### src/rtl/rv_pkg.sv
// Shared RV32I pipeline constants used by the fetch stage.
package rv_pkg;

    localparam int XLEN = 32;
    localparam logic [XLEN-1:0] RESET_PC  = 32'h0000_0000;
    localparam logic [XLEN-1:0] NOP_INSTR = 32'h0000_0013;
    localparam logic [XLEN-1:0] PC_STEP   = 32'h0000_0004;
    // Redirect targets are forced onto a word boundary.
    localparam logic [XLEN-1:0] WORD_MASK = 32'hFFFF_FFFC;

endpackage

### src/rtl/pc_reg.sv
// Program-counter register: reset, redirect, stall and sequential-advance priority.
module pc_reg
    import rv_pkg::*;
#(
    parameter logic [XLEN-1:0] RESET_PC = rv_pkg::RESET_PC
) (
    input  logic            clk,
    input  logic            rst,
    input  logic            stallF,
    input  logic            pcSrcE,
    input  logic [XLEN-1:0] pcTargetE,
    output logic [XLEN-1:0] pcF,
    output logic [XLEN-1:0] pcPlus4F
);

    logic [XLEN-1:0] pcF_r;
    logic [XLEN-1:0] pcNext_s;
    logic [XLEN-1:0] pcPlus4_s;

    assign pcPlus4_s = pcF_r + PC_STEP;

    // Next-PC selection; a redirect wins over a stall so it is never lost.
    always_comb begin
        pcNext_s = pcPlus4_s;
        if (pcSrcE) begin
            pcNext_s = pcTargetE & WORD_MASK;
        end else if (stallF) begin
            pcNext_s = pcF_r;
        end else begin
            pcNext_s = pcPlus4_s;
        end
    end

    // PC state register.
    always_ff @(posedge clk) begin
        if (rst) begin
            pcF_r <= RESET_PC;
        end else begin
            pcF_r <= pcNext_s;
        end
    end

    assign pcF      = pcF_r;
    assign pcPlus4F = pcPlus4_s;

endmodule

### src/rtl/fetch_stage.sv
// RV32I instruction-fetch stage: PC, IF/ID pipeline register and debug event counters.
module fetch_stage
    import rv_pkg::*;
#(
    parameter logic [XLEN-1:0] RESET_PC  = rv_pkg::RESET_PC,
    parameter logic [XLEN-1:0] NOP_INSTR = rv_pkg::NOP_INSTR
) (
    input  logic            clk,
    input  logic            rst,
    input  logic            StallF,
    input  logic            StallD,
    input  logic            FlushD,
    input  logic            PCSrc_E,
    input  logic [XLEN-1:0] PCTarget_E,
    output logic [XLEN-1:0] imem_addr,
    input  logic [XLEN-1:0] imem_rdata,
    output logic [XLEN-1:0] InstrD,
    output logic [XLEN-1:0] PCD,
    output logic [XLEN-1:0] PCPlus4D,
    output logic            ValidD,
    output logic [XLEN-1:0] cnt_fetch,
    output logic [XLEN-1:0] cnt_stall,
    output logic [XLEN-1:0] cnt_flush
);

    logic [XLEN-1:0] pcF_s;
    logic [XLEN-1:0] pcPlus4F_s;
    logic [XLEN-1:0] instrD_r;
    logic [XLEN-1:0] pcD_r;
    logic [XLEN-1:0] pcPlus4D_r;
    logic            validD_r;
    logic [XLEN-1:0] cntFetch_r;
    logic [XLEN-1:0] cntStall_r;
    logic [XLEN-1:0] cntFlush_r;
    logic            loadD_s;

    pc_reg #(
        .RESET_PC (RESET_PC)
    ) u_pc_reg (
        .clk       (clk),
        .rst       (rst),
        .stallF    (StallF),
        .pcSrcE    (PCSrc_E),
        .pcTargetE (PCTarget_E),
        .pcF       (pcF_s),
        .pcPlus4F  (pcPlus4F_s)
    );

    assign loadD_s = ~FlushD & ~StallD;

    // IF/ID register; a flush bubbles even when Decode is stalled.
    always_ff @(posedge clk) begin
        if (rst || FlushD) begin
            instrD_r   <= NOP_INSTR;
            pcD_r      <= 32'h0000_0000;
            pcPlus4D_r <= 32'h0000_0000;
            validD_r   <= 1'b0;
        end else if (StallD) begin
            instrD_r   <= instrD_r;
            pcD_r      <= pcD_r;
            pcPlus4D_r <= pcPlus4D_r;
            validD_r   <= validD_r;
        end else begin
            instrD_r   <= imem_rdata;
            pcD_r      <= pcF_s;
            pcPlus4D_r <= pcPlus4F_s;
            validD_r   <= 1'b1;
        end
    end

    // Free-running, wrapping performance counters; several may step together.
    always_ff @(posedge clk) begin
        if (rst) begin
            cntFetch_r <= 32'h0000_0000;
            cntStall_r <= 32'h0000_0000;
            cntFlush_r <= 32'h0000_0000;
        end else begin
            cntFetch_r <= loadD_s ? cntFetch_r + 32'h0000_0001 : cntFetch_r;
            cntStall_r <= StallF  ? cntStall_r + 32'h0000_0001 : cntStall_r;
            cntFlush_r <= FlushD  ? cntFlush_r + 32'h0000_0001 : cntFlush_r;
        end
    end

    assign imem_addr = pcF_s;
    assign InstrD    = instrD_r;
    assign PCD       = pcD_r;
    assign PCPlus4D  = pcPlus4D_r;
    assign ValidD    = validD_r;
    assign cnt_fetch = cntFetch_r;
    assign cnt_stall = cntStall_r;
    assign cnt_flush = cntFlush_r;

endmodule

### config.mk
export PLATFORM = sky130hd
export DESIGN_NAME = fetch_stage
export DESIGN_NICKNAME = d
export VERILOG_FILES = /design/src/rtl/rv_pkg.sv /design/src/rtl/pc_reg.sv /design/src/rtl/fetch_stage.sv
export SDC_FILE = /design/constraint.sdc
export NUM_CORES = 1
export LEC_CHECK = 0
export ABC_AREA = 1
export CAP_MARGIN = 20
export CORE_MARGIN = 5
export CORE_UTILIZATION = 30
export CTS_BUF_LIST = sky130_fd_sc_hd__clkbuf_8 sky130_fd_sc_hd__clkbuf_16
export CTS_CLUSTER_SIZE = 10
export DETAILED_ROUTE_END_ITERATION = 10
export SLEW_MARGIN = 20
export SYNTH_ARGS = -nofsm -noshare
export SYNTH_HDL_FRONTEND = slang
export SYNTH_HIERARCHICAL = 1
export SYNTH_SLANG_ARGS = --single-unit
### constraint.sdc
create_clock -name clk -period 2.6 [get_ports clk]
set_clock_uncertainty 0.15 [all_clocks]
set_input_delay 0.52 -clock clk [delete_from_list [all_inputs] [get_ports clk]]
set_output_delay 0.52 -clock clk [all_outputs]
set_load 0.02 [all_outputs]
; ---- Word level (Yosys, flattened, before mapping)
; Cells that the tools add are included.
[word_totals]
regBits = 225
inputBits = 70
output_inout_bits = 225
elab_cells = 21
[classes]
n_addsub = 4
eq_ne = 1
n_mux = 2
bitwise_logic = 3
n_reduce_logical = 2
[ops]
columns = cell, count
row1 = $add A32 B1 Y32 const B, 3
row2 = $mux W32, 2
row3 = $add A32 B3 Y32 const B, 1
row4 = $ne A2 B1 Y1 const B, 1
row5 = $not A1 Y1, 2
row6 = $reduce_or A2 Y1, 1
row7 = $and A1 B1 Y1, 1
row8 = $logic_or A1 B1 Y1, 1

; ---- Depth between registers and ports, before layout
[depth]
depth_word = 3
mapped_depth = 10
mapped_depth_nobuf = 10

; ---- Cells and area by module
; The synthesis kept the hierarchy.
[modules_own_cells]
columns = mod, n_inst, cells_each, area_per_inst_um2, seq_area_each_um2
row1 = fetch_stage, 1, 1239, 8485.6, 3863.7
row2 = pc_reg, 1, 364, 2242.2, 600.6

; ---- Worst setup path before layout
; OpenSTA, ideal clock, no wires.
[synth_path]
path_kind = reg-to-reg
start = reg u_pc_reg.pcF_r[3] (netlist: u_pc_reg/pcF[3])
end = reg pcPlus4D_r[22] (netlist: PCPlus4D[22])
setup_ns = 0.120
t_arrival_ns = 1.570
t_required_ns = 2.330
path_slack_ns = 0.760
stages_incl_launch_ff = 10
n_path_buf = 0
synth_period_minus_slack_ns = 1.840
path_cell_list = dfxtp_1 > ha_1 > nand2_1 > nor2_2 > nand2_2 > nor2_4 > nand3_1 > and2_1 > nand2_1 > a21oi_1
[synth_between]
elab_chain_cells = 1
[synth_lines]
columns = element, line
row1 = from (decl), pc_reg.sv:16  ; logic [XLEN-1:0] pcF_r;
row2 = from (signal assigned), pc_reg.sv:39  ; pcF_r <= pcNext_s;
row3 = $add A32 B3 Y32, pc_reg.sv:20  ; assign pcPlus4_s = pcF_r + PC_STEP;
row4 = named net pcPlus4F_s[22], fetch_stage.sv:27  ; logic [XLEN-1:0] pcPlus4F_s;
row5 = to (signal assigned), fetch_stage.sv:61  ; pcPlus4D_r <= pcPlus4D_r;
row6 = to (signal assigned), fetch_stage.sv:66  ; pcPlus4D_r <= pcPlus4F_s;
row7 = to (decl), fetch_stage.sv:30  ; logic [XLEN-1:0] pcPlus4D_r;
; The timed path passes the listed nets, and every way through them passes these cells.
; A chain may end at the register's enable or synchronous reset.

; ---- Worst setup path after layout
[layout_path]
start = reg u_pc_reg.pcF_r[15] (netlist: u_pc_reg/pcF[15])
end = out imem_addr[15]
[layout_rtl]
columns = element, line
row1 = to (decl), fetch_stage.sv:15  ; output logic [XLEN-1:0] imem_addr,
; No word-level cell between the ends.

==> impl_summary.txt <==
----------------------------------------------------
[Cells and area]
  Share of post-route cells with drive strength above 1 ... 6.41%
  Register area ... 4460 µm²
  Final nets ... 1963
  Synthesis-to-layout area growth ... 40.1%
  Area of the multi-input gates ... 5410 µm²
  Number of antenna repair diodes ... 0
  Highest-count cells in the layout ignoring fill and taps ... sky130_fd_sc_hd__nand2_1 (524), sky130_fd_sc_hd__clkdlybuf4s50_1 (288), sky130_fd_sc_hd__dfxtp_1 (223), sky130_fd_sc_hd__nor2_1 (198), sky130_fd_sc_hd__inv_1 (161)
  Final standard cell utilization of the core ... 42.5%
  Fillers ... 3651
  Most common cell after layout, fill and taps aside ... sky130_fd_sc_hd__nand2_1

[Pwr]
  Power density over the cells ... 532 nW/µm²
  Leak pwr ... 5.57 nW
  Max rail drop VDD ... 483 µV

[Setup path]
  Crit end category ... output port
  Data arrival, critical path ... 1.74 ns
  Worst flop-to-flop path startpoint ... u_pc_reg/pcF[3]$_SDFFE_PP0P_
  CP Data Required Time ... 1.93 ns
  Worst Setup Start Kind ... register
  Largest driver fanout on the critical path ... 4
  Flop2flop setup slack ... 0.56 ns
  Reg-to-Reg End ... u_pc_reg/pcF[20]$_SDFFE_PP0P_
  Path depth of the worst reg2reg path ... 8
  Critical path class ... reg -> out

[Synth]
  Area share of the largest cell type after synthesis ... 41.6%
  Number of cells produced by synthesis ... 1603
  Post-Syn Area ... 10700 µm²
  Number of synthesis warnings ... 6
  Synth area leader ... sky130_fd_sc_hd__dfxtp_1
  Count of different cell masters after synthesis ... 41
  Sequential share of the synthesized area ... 41.6%
  Top area cells in the synthesized netlist ... sky130_fd_sc_hd__dfxtp_1 (42%), sky130_fd_sc_hd__nand2_1 (18%), sky130_fd_sc_hd__a21oi_1 (7.4%)
  Flip-flop and latch count after synthesis ... 223
  Mean instance size in the synthesized netlist ... 6.69 µm²

[Global routing]
  Via count of the first global-routing pass ... 10800
  Number of antenna violations at the first check in global routing ... 1
  Maximum number of pins on one net before global-route repair ... 98
  Final global-route overflow total ... 0
  Total global routing track utilization ... 17.8%
  First-pass GRT wire length ... 57900 µm

[Timing]
  Final-report max-slew violation count ... 0
  Worst Max-Slew Pin Slew ... 0.703 ns
  Final period utilization ... 92.7%
  Headroom to the max-slew limit ... 53.1%
  Final Setup Violations ... 0
  Maximum clock rate ... 0.415 GHz
  RSZ-0062 raised after global routing ... false
  Min cycle time layout ... 2.41 ns
  Final hold violation count ... 0
  Accumulated negative setup slack ... 0 ns

[Clock tree]
  # Post-CTS Setup Buffers ... 0
  Maximum count of clock buffers along a single path ... 3
  Clock root buffer ... sky130_fd_sc_hd__clkbuf_16
  Clock slew at the register clock pins of the worst setup and hold paths ... 0.06 ns
  Post-cts hold buffer count ... 0
  # resized after CTS ... 0
  Skew-Pair Late Insertion Delay ... 0.54 ns
  TritonCTS clock tree ... done
  Number of buffers added by the clock tree synthesis step ... 28
  # clock sinks ... 223
  H-Tree Level Count ... 1

[Floorplanning]
  Number of cell rows ... 69
  Core outline area ... 35400 µm²
  Total I/O pin count ... 295
  Overall die area ... 39600 µm²
  Overall die width ... 199 µm
  Initial core utilization ... 30.3%
  Die Ht ... 199 µm

[Min path]
  Worst min-delay path class ... in -> reg
  Launch instance of the worst min-delay path ... StallD
  Number of instances on the worst hold path ... 4
  Hold path endpoint ... cnt_fetch[0]$_SDFFE_PP0P_

[Flow run]
  Max-cap violation count ... 0

[Drt]
  Antenna Violating Nets Remaining ... 0
  Routed length per instance ... 15.5 µm
  Vias per Instance ... 4.71
  First-pass iteration count of the detailed router ... 5
  Via Count ... 11100
  Routed wire length ... 36600 µm
  Violation count after the first detailed-routing iteration ... 510
  DRC violations left ... 0

[Placed design]
  GPL Wtd Cong ... 0.897
  HPWL after DPL ... 26300 µm
  Number of port buffers ... 290

[Run status]
  Run status ... finished clean

----------------------------------------------------
power breakdown:
part | internal (W) | switching, W
combinational | 0.000326 | 0.000416
sequential | 0.00349 | 0.0000830
clock | 0.00219 | 0.00149
total | 0.00600 | 0.00199
cell families after synthesis:
group	Yosys count	synth area share, %
AND/OR/NAND/NOR	907	36.3
buffers and inverters	217	8.06
XOR/XNOR	25	2.46
adder cells (fa/ha/maj)	4	0.467
flip-flops	223	41.6
AO/OA/AOI/OAI	226	11.0
other	1	0.0350
critical path, stage by stage, from the launching register on:
cell	delay [ns]
sky130_fd_sc_hd__dfxtp_1	0.43
sky130_fd_sc_hd__buf_4	0.17
sky130_fd_sc_hd__clkdlybuf4s50_1	0.60
synthesized netlist by cell type, drive strengths merged:
library cell and instances:
nor2 229, dfxtp 223, o21a 2, o21bai 1, a31o 2, nand4 21, inv 158, buf 25
and2 6, o21ai 46, xor2 19, nand3b 3, nor3b 4, nand2 534, a22o 7, conb 1
and3 1, ha 4, clkbuf 33, a31oi 10, xnor2 6, nand3 88, nor3 21, clkinv 1
a21oi 158
per-stage QoR:
step / total power [W] / worst slack [ns] / area, µm² / hold slack [ns] / std cells
2_1_floorplan: 0.00401 / 0.760 / 10700 / 0.382 / 1606
3_3_place_gp: 0.00439 / 0.300 / 14200 / 0.301 / 2320
3_5_place_dp: 0.00439 / 0.280 / 14200 / 0.305 / 2320
4_1_cts: 0.00814 / 0.141 / 15000 / 0.246 / 2365
5_1_grt: 0.00833 / 0.0879 / 15000 / 0.271 / 2365
6_report: 0.00799 / 0.190 / 15000 / 0.273 / 2365
layout make-up:
cell class | instances | share of cell area (%)
clock buffers | 33 | 5.19
clock inverters | 12 | 0.491
inverters | 159 | 4.03
multi-input cells | 1166 | 36.0
flip-flops and latches | 223 | 29.7
well taps | 461 | 3.84
repair buffers | 311 | 20.7
worst max-delay path by stage:
stage / from / to / cells past startpoint
2_1_floorplan: u_pc_reg/pcF[3]$_SDFFE_PP0P_ / PCPlus4D[22]$_SDFFE_PP0N_ / 9
4_1_cts: u_pc_reg/pcF[15]$_SDFFE_PP0P_ / imem_addr[15] / 2
6_report: u_pc_reg/pcF[15]$_SDFFE_PP0P_ / imem_addr[15] / 2
5_1_grt: u_pc_reg/pcF[15]$_SDFFE_PP0P_ / imem_addr[15] / 2
3_3_place_gp: FlushD / cnt_fetch[30]$_SDFFE_PP0P_ / 10
3_5_place_dp: StallF / cnt_stall[21]$_SDFFE_PP0P_ / 9
flip-flops by register name, summed over array words and instances, names as in the netlist:
| signal | flops |
|---|---|
| InstrD | 32 |
| PCD | 32 |
| PCPlus4D | 32 |
| cnt_fetch | 32 |
| cnt_flush | 32 |
| cnt_stall | 32 |
| u_pc_reg/pcF | 30 |
| ValidD | 1 |
metal layers:
| metal | part of all wire, % | track usage, % |
|---|---|---|
| met2 | 46 | 29.6 |
| met1 | 43 | 22.4 |
| met3 | 9.3 | 5.80 |
| met4 | 2.4 | 4.81 |
| met5 | 0.036 | 0 |
(Power assumes the default switching activity.)
